**config.mk**
```make
export PLATFORM = sky130hd
export DESIGN_NAME = io_bridge_flat
export DESIGN_NICKNAME = d
export VERILOG_FILES = /design/src/rtl/io_bridge_if.sv /design/src/rtl/io_bridge.sv /design/src/flat_wrapper.sv
export SDC_FILE = /design/constraint.sdc
export NUM_CORES = 1
export LEC_CHECK = 0
export CAP_MARGIN = 20
export CORE_ASPECT_RATIO = 1.1
export CORE_UTILIZATION = 55
export DETAILED_ROUTE_END_ITERATION = 10
export PLACE_DENSITY = 0.77
export SLEW_MARGIN = 10
export SYNTH_ARGS = -nofsm -noshare
export SYNTH_HDL_FRONTEND = slang
export SYNTH_SLANG_ARGS = --single-unit
```
**constraint.sdc**
```tcl
create_clock -name clk -period 4.7 [get_ports clk]
set_input_delay 0.94 -clock clk [delete_from_list [all_inputs] [get_ports clk]]
set_output_delay 0.94 -clock clk [all_outputs]
set_load 0.005 [all_outputs]
```
**src/rtl/io_bridge_if.sv**
```systemverilog
// Bus interface between the core/external agents and io_bridge.
// The bridge uses the slave modport; the driving side uses master.
interface io_bridge_if #(
  parameter int unsigned NUBITS = 32,
  parameter int unsigned NUIOIN = 8,
  parameter int unsigned NUIOOU = 8
);
  localparam int unsigned AIW = $clog2(NUIOIN);
  localparam int unsigned AOW = $clog2(NUIOOU);

  logic [NUBITS-1:0] io_in;
  logic [AIW-1:0]    addr_in;
  logic              req_in;
  logic [NUBITS-1:0] data_out;
  logic [AOW-1:0]    addr_out;
  logic              out_en;
  logic              ext_in_valid;
  logic [AIW-1:0]    ext_in_addr;
  logic [NUBITS-1:0] ext_in_data;
  logic              ext_in_ready;
  logic              ext_out_valid;
  logic [AOW-1:0]    ext_out_addr;
  logic [NUBITS-1:0] ext_out_data;
  logic              ext_out_ready;

  modport slave (
    output io_in, ext_in_ready, ext_out_valid, ext_out_addr, ext_out_data,
    input  addr_in, req_in, data_out, addr_out, out_en,
    input  ext_in_valid, ext_in_addr, ext_in_data, ext_out_ready
  );

  modport master (
    input  io_in, ext_in_ready, ext_out_valid, ext_out_addr, ext_out_data,
    output addr_in, req_in, data_out, addr_out, out_en,
    output ext_in_valid, ext_in_addr, ext_in_data, ext_out_ready
  );
endinterface

```
**src/rtl/io_bridge.sv**
```systemverilog
// I/O bus responder: per-port input holding registers and an output {addr,data} FIFO.
// Optional macro IOB_ERRCNT_EN adds saturating overflow/underflow event counters.
module io_bridge #(
  parameter int unsigned NUBITS = 32,
  parameter int unsigned NUIOIN = 8,
  parameter int unsigned NUIOOU = 8,
  parameter int unsigned FDEPTH = 3
) (
  input  logic              clk,
  input  logic              rst_n,
  io_bridge_if.slave        bus,
  output logic [NUIOIN-1:0] o_in_full,
  output logic              o_ovf,
  output logic              o_udf
`ifdef IOB_ERRCNT_EN
  ,
  output logic [7:0]        o_ovf_cnt,
  output logic [7:0]        o_udf_cnt
`endif
);
  localparam int unsigned AIW   = $clog2(NUIOIN);
  localparam int unsigned AOW   = $clog2(NUIOOU);
  localparam int unsigned DEPTH = 1 << FDEPTH;

  // ---------------- input side ----------------
  logic [NUBITS-1:0] r_hold [NUIOIN];
  logic [NUIOIN-1:0] r_full;
  logic [NUIOIN-1:0] w_full_d;
  logic              w_load;
  logic              w_empty_rd;

  assign bus.ext_in_ready = ~r_full[bus.ext_in_addr];
  assign w_load           = bus.ext_in_valid & bus.ext_in_ready;
  assign w_empty_rd       = bus.req_in & ~r_full[bus.addr_in];
  assign bus.io_in        = r_hold[bus.addr_in];
  assign o_in_full        = r_full;

  // Consume clears first so a same-edge load on the same port leaves it full.
  always_comb begin
    w_full_d = r_full;
    if (bus.req_in) w_full_d[bus.addr_in] = 1'b0;
    if (w_load)     w_full_d[bus.ext_in_addr] = 1'b1;
  end

  always_ff @(posedge clk or negedge rst_n) begin
    if (!rst_n) begin
      r_full <= '0;
      for (int i = 0; i < int'(NUIOIN); i++) r_hold[i] <= '0;
    end else begin
      r_full <= w_full_d;
      for (int i = 0; i < int'(NUIOIN); i++) begin
        if (w_load && (bus.ext_in_addr == AIW'(i))) r_hold[i] <= bus.ext_in_data;
      end
    end
  end

  // ---------------- output FIFO ----------------
  logic [AOW-1:0]    r_mem_addr [DEPTH];
  logic [NUBITS-1:0] r_mem_data [DEPTH];
  logic [FDEPTH-1:0] r_wptr;
  logic [FDEPTH-1:0] r_rptr;
  logic [FDEPTH-1:0] w_rptr_nx;
  logic [FDEPTH:0]   r_count;
  logic [FDEPTH:0]   w_count_d;
  logic [AOW-1:0]    r_head_addr;
  logic [AOW-1:0]    w_head_addr_d;
  logic [NUBITS-1:0] r_head_data;
  logic [NUBITS-1:0] w_head_data_d;
  logic              w_fifo_full;
  logic              w_pop;
  logic              w_push;
  logic              w_drop;

  assign w_fifo_full       = (r_count == (FDEPTH+1)'(DEPTH));
  assign w_pop             = (r_count != '0) & bus.ext_out_ready;
  assign w_push            = bus.out_en & (~w_fifo_full | w_pop);
  assign w_drop            = bus.out_en & w_fifo_full & ~w_pop;
  assign w_rptr_nx         = r_rptr + 1'b1;
  assign bus.ext_out_valid = (r_count != '0);
  assign bus.ext_out_addr  = r_head_addr;
  assign bus.ext_out_data  = r_head_data;

  // Head register is preloaded so the next entry is visible the cycle after a pop;
  // a push into an empty (or just-emptied) FIFO bypasses the memory.
  always_comb begin
    w_count_d     = r_count;
    w_head_addr_d = r_head_addr;
    w_head_data_d = r_head_data;
    if (w_push && !w_pop)      w_count_d = r_count + 1'b1;
    else if (w_pop && !w_push) w_count_d = r_count - 1'b1;
    if (w_pop) begin
      if (r_count > (FDEPTH+1)'(1)) begin
        w_head_addr_d = r_mem_addr[w_rptr_nx];
        w_head_data_d = r_mem_data[w_rptr_nx];
      end else if (w_push) begin
        w_head_addr_d = bus.addr_out;
        w_head_data_d = bus.data_out;
      end
    end else if ((r_count == '0) && w_push) begin
      w_head_addr_d = bus.addr_out;
      w_head_data_d = bus.data_out;
    end
  end

  always_ff @(posedge clk) begin
    if (w_push) begin
      r_mem_addr[r_wptr] <= bus.addr_out;
      r_mem_data[r_wptr] <= bus.data_out;
    end
  end

  always_ff @(posedge clk or negedge rst_n) begin
    if (!rst_n) begin
      r_wptr      <= '0;
      r_rptr      <= '0;
      r_count     <= '0;
      r_head_addr <= '0;
      r_head_data <= '0;
    end else begin
      if (w_push) r_wptr <= r_wptr + 1'b1;
      if (w_pop)  r_rptr <= w_rptr_nx;
      r_count     <= w_count_d;
      r_head_addr <= w_head_addr_d;
      r_head_data <= w_head_data_d;
    end
  end

  // ---------------- sticky error flags ----------------
  logic r_ovf;
  logic r_udf;

  always_ff @(posedge clk or negedge rst_n) begin
    if (!rst_n) begin
      r_ovf <= 1'b0;
      r_udf <= 1'b0;
    end else begin
      if (w_drop)     r_ovf <= 1'b1;
      if (w_empty_rd) r_udf <= 1'b1;
    end
  end

  assign o_ovf = r_ovf;
  assign o_udf = r_udf;

`ifdef IOB_ERRCNT_EN
  logic [7:0] r_ovf_cnt;
  logic [7:0] r_udf_cnt;

  always_ff @(posedge clk or negedge rst_n) begin
    if (!rst_n) begin
      r_ovf_cnt <= '0;
      r_udf_cnt <= '0;
    end else begin
      if (w_drop && (r_ovf_cnt != 8'hFF))     r_ovf_cnt <= r_ovf_cnt + 8'd1;
      if (w_empty_rd && (r_udf_cnt != 8'hFF)) r_udf_cnt <= r_udf_cnt + 8'd1;
    end
  end

  assign o_ovf_cnt = r_ovf_cnt;
  assign o_udf_cnt = r_udf_cnt;
`endif
endmodule

```
**src/flat_wrapper.sv**
```systemverilog
// flat-port wrapper written by rule: the top's interface ports become plain ports
module io_bridge_flat 
#(
  parameter int unsigned NUBITS = 32,
  parameter int unsigned NUIOIN = 8,
  parameter int unsigned NUIOOU = 8,
  parameter int unsigned FDEPTH = 3
)
  (clk, rst_n, o_in_full, o_ovf, o_udf, bus_io_in, bus_ext_in_ready, bus_ext_out_valid, bus_ext_out_addr, bus_ext_out_data, bus_addr_in, bus_req_in, bus_data_out, bus_addr_out, bus_out_en, bus_ext_in_valid, bus_ext_in_addr, bus_ext_in_data, bus_ext_out_ready);
  io_bridge_if #(.NUBITS(NUBITS), .NUIOIN(NUIOIN), .NUIOOU(NUIOOU)) bus_i ();
  input  logic clk;
  input  logic rst_n;
  output logic [NUIOIN-1:0] o_in_full;
  output logic o_ovf;
  output logic o_udf;
  output wire logic [$bits(bus_i.io_in)-1:0] bus_io_in;
  output wire logic [$bits(bus_i.ext_in_ready)-1:0] bus_ext_in_ready;
  output wire logic [$bits(bus_i.ext_out_valid)-1:0] bus_ext_out_valid;
  output wire logic [$bits(bus_i.ext_out_addr)-1:0] bus_ext_out_addr;
  output wire logic [$bits(bus_i.ext_out_data)-1:0] bus_ext_out_data;
  input wire logic [$bits(bus_i.addr_in)-1:0] bus_addr_in;
  input wire logic [$bits(bus_i.req_in)-1:0] bus_req_in;
  input wire logic [$bits(bus_i.data_out)-1:0] bus_data_out;
  input wire logic [$bits(bus_i.addr_out)-1:0] bus_addr_out;
  input wire logic [$bits(bus_i.out_en)-1:0] bus_out_en;
  input wire logic [$bits(bus_i.ext_in_valid)-1:0] bus_ext_in_valid;
  input wire logic [$bits(bus_i.ext_in_addr)-1:0] bus_ext_in_addr;
  input wire logic [$bits(bus_i.ext_in_data)-1:0] bus_ext_in_data;
  input wire logic [$bits(bus_i.ext_out_ready)-1:0] bus_ext_out_ready;
  assign bus_io_in = bus_i.io_in;
  assign bus_ext_in_ready = bus_i.ext_in_ready;
  assign bus_ext_out_valid = bus_i.ext_out_valid;
  assign bus_ext_out_addr = bus_i.ext_out_addr;
  assign bus_ext_out_data = bus_i.ext_out_data;
  assign bus_i.addr_in = bus_addr_in;
  assign bus_i.req_in = bus_req_in;
  assign bus_i.data_out = bus_data_out;
  assign bus_i.addr_out = bus_addr_out;
  assign bus_i.out_en = bus_out_en;
  assign bus_i.ext_in_valid = bus_ext_in_valid;
  assign bus_i.ext_in_addr = bus_ext_in_addr;
  assign bus_i.ext_in_data = bus_ext_in_data;
  assign bus_i.ext_out_ready = bus_ext_out_ready;
  io_bridge #(.NUBITS(NUBITS), .NUIOIN(NUIOIN), .NUIOOU(NUIOOU), .FDEPTH(FDEPTH)) u_core (.clk(clk), .rst_n(rst_n), .bus(bus_i), .o_in_full(o_in_full), .o_ovf(o_ovf), .o_udf(o_udf));
endmodule
```
==> results.md, run 1 <==
- Hold WS: 0.3566 ns
- Post-Syn Area: approximately 0.025 mm²
- CTS root buf: clkbuf_16
- Design Area, Final: 0.02893 mm²
- Net count, final: 1597
- Synthesized flop and latch total: 591
- Detailed-route via count: 13060
- Vias in the first global route: 13960
- End point of the critical path: bus_io_in[9]
- Initial core utilization: 56.18%
- Period utilisation layout: 83.07%
- Max-cap viol count: 0
- Initial antenna violation count: 3
- First-pass GRT wire length: a little over 80000 µm
- Max_slew headroom: 40.70%
- Total negative setup slack: 0 ns
- CP most frequent cell: buf_4
- Finish-stage setup viols: 0
- Synth Flop Type: dfrtp_1
- Worst-margin pin slew: 0.8895 ns
- Largest net degree at the start of global routing: 113
- Die height: 223.7 µm
- Yosys warns: 0
- Gp weighted congestion: about 0.77
- Syn_area_per_cell: between 15 and 20 µm²
- CP required: roughly 3.8 ns
- Leakage power: 10.87 nW
- Seq. cell area: 0.01619 mm²
- Resize count post-CTS: 0
- Slowest cell on the critical path: mux4_2
- Area delta synth->final: 17.71%
- Number of I/O port buffers: 157
- Clk slew on worst S/H paths: 0.06 ns
- Critical path endpoint category: output pin
- Max layer used: met5
- Post-Route WL: 52380 µm
- Final setup margin: approximately 0.80 ns
- DR DRC count: 0
- Boundary Pins: 158
- CP Class: input port to output pin
- DRT met1 WL: between 20000 and 25000 µm
- Core area: about 0.044 mm²
- Sink Count: 591
- Critical-path cell list: buf_4, buf_4, mux4_2, mux2_2, clkdlybuf4s50_1
- CTS max path bufs: 3
- Syn_nets: about 1400
- CTS tree: yes
- Num CTS Buffers: 58
- Minimum clock period: ~3.9 ns
- Setup Buffers After CTS: 0
- Routed met3 length: 3293 µm
- CP arrival: 2.96 ns
- Num rows: 80
- Power Density: 601.4 mW/mm²
- Synth cell types: 37
- FFs w/ async S/R, synth: around 53%
- Critical R2R Launch: u_core.r_rptr[0]
- Worst min path class: input port to asynchronous set/reset pin
- Total Power Consumption: 17.40 mW
- Place WS: roughly 0.74 ns
- Worst setup SP type: input port
- WL/cell: 24.52 µm
- Hold bufs inserted after CTS: 0
- Worst VDD drop: 501.5 µV
- Area of the multi-input gates: 0.008068 mm²
- Htree depth: 2
- Worst-Skew Late Latency: between 0.6 and 0.7 ns
- CP max FO: 19
- RSZ-0062 raised after global routing: no
- Register area share after synthesis: 65.88%
- Initial DRT Pass Iterations: 5
- Routed Antenna Nets: 0
- Chip width: between 200 and 250 µm
- DR iter-0 viols: 915
- Hold Fails Final Rpt: 0
- R2R depth: 5
- DP Wirelength: 28340 µm
- Remaining global-route overflow: 0
- Crit path from: bus_addr_in[0]
- Die ar.: 0.04554 mm²
- Max Slew Vio Count: 0
- RR Endpoint: u_core.bus.ext_out_data[20]
- Total GRT Usage: 24.13%
- Count of flip-flops with a built-in enable after synthesis: between 200 and 300
- Met2 routed WL: ~26000 µm
- Skew final: 0.06586 ns
- Placed Instance Area: 0.02692 mm²
- Gate count after technology mapping: 1340
- Share of cells above drive strength 1: between 30% and 40%
- Run status: finished clean
- Fmax: 256.1 MHz
- Filler cell count: 2883
- Max incr delay on CP: 0.55 ns
- Reg2reg setup slack: 1.78 ns
- Via-per-instance ratio: roughly 6.1
[flip-flops by register name, summed over array words and instances, names as in the netlist]
| register | flops |
|---|---|
| u_core.bus.ext_out_addr | 3 |
| u_core.bus.ext_out_data | 32 |
| u_core.o_in_full | 8 |
| u_core.o_ovf | 1 |
| u_core.o_udf | 1 |
| u_core.r_count | 4 |
| u_core.r_hold | 256 |
| u_core.r_mem_addr | 24 |
| u_core.r_mem_data | 256 |
| u_core.r_rptr | 3 |
| u_core.r_wptr | 3 |
[stage by stage]
stage | utilization [%] | std cells
6_report | 66.14 | 2136
5_1_grt | 66.13 | 2135
4_1_cts | 66.12 | 2134
3_5_place_dp | 61.54 | 2025
3_3_place_gp | 61.54 | 2025
2_1_floorplan | - | 1340
[Yosys cell counts (all sizes together), types with 2 or more instances]
| library cell | count | area share, % |
|---|---|---|
| clkbuf | 31 | 0.47 |
| dfrtp | 311 | 32 |
| a221o | 35 | 1.4 |
| o21ai | 2 | 0.041 |
| mux2 | 291 | 14 |
| edfxtp | 280 | 34 |
| mux4 | 136 | 12 |
| nand2b | 3 | 0.076 |
| nor2b | 8 | 0.20 |
| inv | 5 | 0.076 |
| xor2 | 5 | 0.18 |
| nand4 | 2 | 0.051 |
| a2111oi | 3 | 0.34 |
| nand3 | 6 | 0.12 |
| a21oi | 40 | 0.88 |
| nor3 | 3 | 0.061 |
| buf | 51 | 1.3 |
| a21o | 10 | 0.31 |
| nand2 | 84 | 1.3 |
| ha | 7 | 0.36 |
| mux2i | 5 | 0.20 |
| xnor2 | 5 | 0.18 |
| nor2 | 9 | 0.14 |
[final cells by class]
class	count	share of cell area [%]
well taps	574	2.483
multi-input cells	662	27.89
inverters	5	0.06488
clock buffers	88	5.822
flip-flops and latches	591	55.98
clock inverters	21	1.103
repair buffers	193	6.643
diodes	2	0.01730
[worst min path at each step]
stage | startpoint | endpoint | slack, ns | cells after the start
floorplan | u_core.o_ovf | u_core.o_ovf | 0.45 | 1
global placement | u_core.o_ovf | u_core.o_ovf | 0.44 | 1
detailed placement | u_core.o_udf | u_core.o_udf | 0.45 | 1
CTS | rst_n | u_core.r_hold[17] | 0.39 | 1
global route | rst_n | u_core.r_hold[81] | 0.42 | 1
finish | rst_n | u_core.r_hold[81] | 0.36 | 1
[cell families after synthesis]
kind of cell	Yosys count	share of synthesized area, %
flip-flops	591	65.88
multiplexers	432	26.29
AND/OR/NAND/NOR	119	2.062
AO/OA/AOI/OAI	94	3.202
buffers and inverters	87	1.853
XOR/XNOR	10	0.3564
adder cells (fa/ha/maj)	7	0.3564
[critical path, delay by kind of cell]
| family | cells | cell delay [ns] |
|---|---|---|
| buffers and inverters | 3 | 1.18 |
| muxes | 2 | 0.84 |
[metal layers]
layer,GRT usage (%),up-vias
met5,0,-
met2,39.11,408
met4,7.325,4
met1,33.24,6995
li1,-,5572
met3,4.873,76
[cell usage in the layout (no fill, tap or decap), types with 4 or more instances in the layout]
master,instances
a21o_1,10
bufinv_16,6
a21oi_1,36
nor2b_1,7
a221o_1,35
xnor2_1,4
buf_12,7
mux2i_1,5
mux2_4,19
clkinv_2,7
clkbuf_8,12
clkdlybuf4s50_1,153
nand3_1,6
xor2_1,4
dfrtp_1,310
mux4_2,136
clkbuf_16,58
buf_4,30
nand2_1,84
clkinv_1,4
a21oi_4,4
inv_1,5
clkbuf_1,18
ha_1,6
nor2_4,6
mux2_2,271
edfxtp_1,280
[power breakdown]
group / switching, mW / internal, mW
clock: 1.97 / 2.81
sequential: 0.701 / 6.76
combinational: 2.33 / 2.83
Note: power is estimated with default switching activity, not from simulation.
==> inputs of run 2 (changes only) <==
Clock period 4.7 ns to 4.05 ns, I/O delays scaled along.
==> results.md, run 2 (same netlist as run 1, synthesis figures left out) <==
- Placed Instance Area: about 0.027 mm²
- WL/cell: 24.63 µm
- Slowest cell on the critical path: mux4_2
- Critical path endpoint category: output pin
- CTS tree: yes
- CP required: 3.24 ns
- Place WS: 0.3458 ns
- Worst-margin pin slew: between 0.8 and 0.9 ns
- Clk pwr share: 26.1%
- Reg2reg setup slack: roughly 1.3 ns
- CP most frequent cell: buf_4
- Hold Fails Final Rpt: 0
- Critical-path cell list: buf_4, buf_4, mux4_2, mux2_2, clkdlybuf4s50_1
- Worst-Skew Late Latency: 0.65 ns
- Die ar.: 0.04554 mm²
- Psw: just under 6 mW
- Most frequent cells in the layout: dfrtp_1 (310), edfxtp_1 (280), mux2_2 (271), clkdlybuf4s50_1 (153), mux4_2 (136)
- Skew final: a little under 0.06 ns
- CP Class: input port to output pin
- Int Power: 14.17 mW
- Worst VDD drop: 551.6 µV
- Total Power Consumption: between 15 and 20 mW
- Seq pwr share: between 40% and 50%
- Post-Route WL: 52900 µm
- Core area: 0.04374 mm²
- Hold bufs inserted after CTS: 0
- Die height: 223.7 µm
- CTS max path bufs: 3
- Vias in the first global route: between 10000 and 15000
- Total GRT Usage: 24.25%
- Leakage power: 10.91 nW
- Max_slew headroom: between 40 and 50%
- Gp weighted congestion: 0.7619
- Htree depth: 2
- First-pass GRT wire length: 83320 µm
- Power Density: 687.7 mW/mm²
- Met2 Usage GRT: about two fifths
- DR iter-0 viols: about 950
- CP max FO: 28
- Resize count post-CTS: 0
- Initial core utilization: 56.18%
- Finish-stage setup viols: 0
- Commonest non-fill, non-tap cell in the layout: dfrtp_1
- RSZ-0062 raised after global routing: no
- Net count, final: approximately 1600
- Sink Count: 591
- Met1 Usage GRT: 33.56%
- Net Sw Frac: 29.10%
- Minimum clock period: 3.657 ns
- Fmax: 273.5 MHz
- Detailed-route via count: 13170
- Gate power share: 30.8%
- Remaining global-route overflow: 0
- Number of I/O port buffers: roughly 160
- Final setup margin: 0.3933 ns
- Via-per-instance ratio: 6.133
- RR Endpoint: u_core.r_count[3]
- Max-cap viol count: 0
- Crit path from: bus_addr_in[0]
- Num CTS Buffers: 57
- Setup Buffers After CTS: 0
- Critical R2R Launch: u_core.r_count[0]
- Area delta synth->final: 18.23%
- Initial antenna violation count: 4
- Worst min path class: input port to asynchronous set/reset pin
- Clk slew on worst S/H paths: 0.06 ns
- Initial DRT Pass Iterations: 4
- Routed Antenna Nets: 0
- Chip width: 203.6 µm
- Max Slew Vio Count: 0
- DR DRC count: 0
- Boundary Pins: roughly 160
- Share of cells above drive strength 1: 37.30%
- Run status: finished clean
- Filler cell count: 2856
- Period utilisation layout: 90.29%
- Largest net degree at the start of global routing: 109
- Design Area, Final: roughly 0.029 mm²
- CP arrival: 2.85 ns
- Most used routing layer: met2
- DP Wirelength: around 30000 µm
- R2R depth: 9
- Total negative setup slack: 0 ns
- Met3 Track Usage GR: 4.975%
- Num rows: 80
- CTS root buf: clkbuf_16
- Worst setup SP type: input port
- Max incr delay on CP: 0.52 ns
[run 2: layer usage]
layer / part of all wire, % / routed length [µm]
met1: 42 / 21980
met2: 49 / 26050
met3: 6.8 / 3582
met4: 2.4 / 1253
met5: 0.043 / 23
[run 2: final cells by class]
class | instances | area [µm²] | share of cell area, %
Clock inverter | 25 | 267.8 | 0.9215
Inverter | 5 | 18.77 | 0.06459
Tap cell | 574 | 718.2 | 2.472
Sequential cell | 591 | 16190 | 55.73
Antenna cell | 3 | 7.507 | 0.02584
Timing Repair Buffer | 206 | 2165 | 7.450
Multi-Input combinational cell | 662 | 8085 | 27.83
Clock buffer | 82 | 1600 | 5.507
[run 2: per-stage QoR]
stage,hold slack (ns),std cells,utilization [%]
after floorplan,0.4510,1340,-
after global placement,0.4386,2037,62.11
after detailed placement,0.4464,2037,62.11
after CTS,0.2858,2144,66.38
after global routing,0.3200,2145,66.41
final,0.2571,2148,66.43
[run 2: worst max-delay path by stage]
stage / to / slack [ns]
CTS: bus_io_in[24] / 0.33
global placement: bus_io_in[24] / 0.34
finish: bus_io_in[24] / 0.39
global route: bus_io_in[24] / 0.29
floorplan: u_core.r_mem_addr[2][0] / 0.79
detailed placement: bus_io_in[24] / 0.35
[run 2: critical path, delay by kind of cell]
| kind | cells | cell delay, ns |
|---|---|---|
| buf+inv | 3 | 1.23 |
| mux | 2 | 0.79 |
[run 2: power by group through the flow]
| stage | Combinational (mW) | Clock [mW] | Sequential (mW) |
|---|---|---|---|
| 3_5_place_dp | 6.16 | 0 | 8.69 |
| 5_1_grt | 6.62 | 5.56 | 8.77 |
| 3_3_place_gp | 6.04 | 0 | 8.61 |
| 2_1_floorplan | 4.07 | 0 | 8.43 |
| 4_1_cts | 6.23 | 5.34 | 8.60 |
| 6_report | 6.15 | 5.22 | 8.61 |
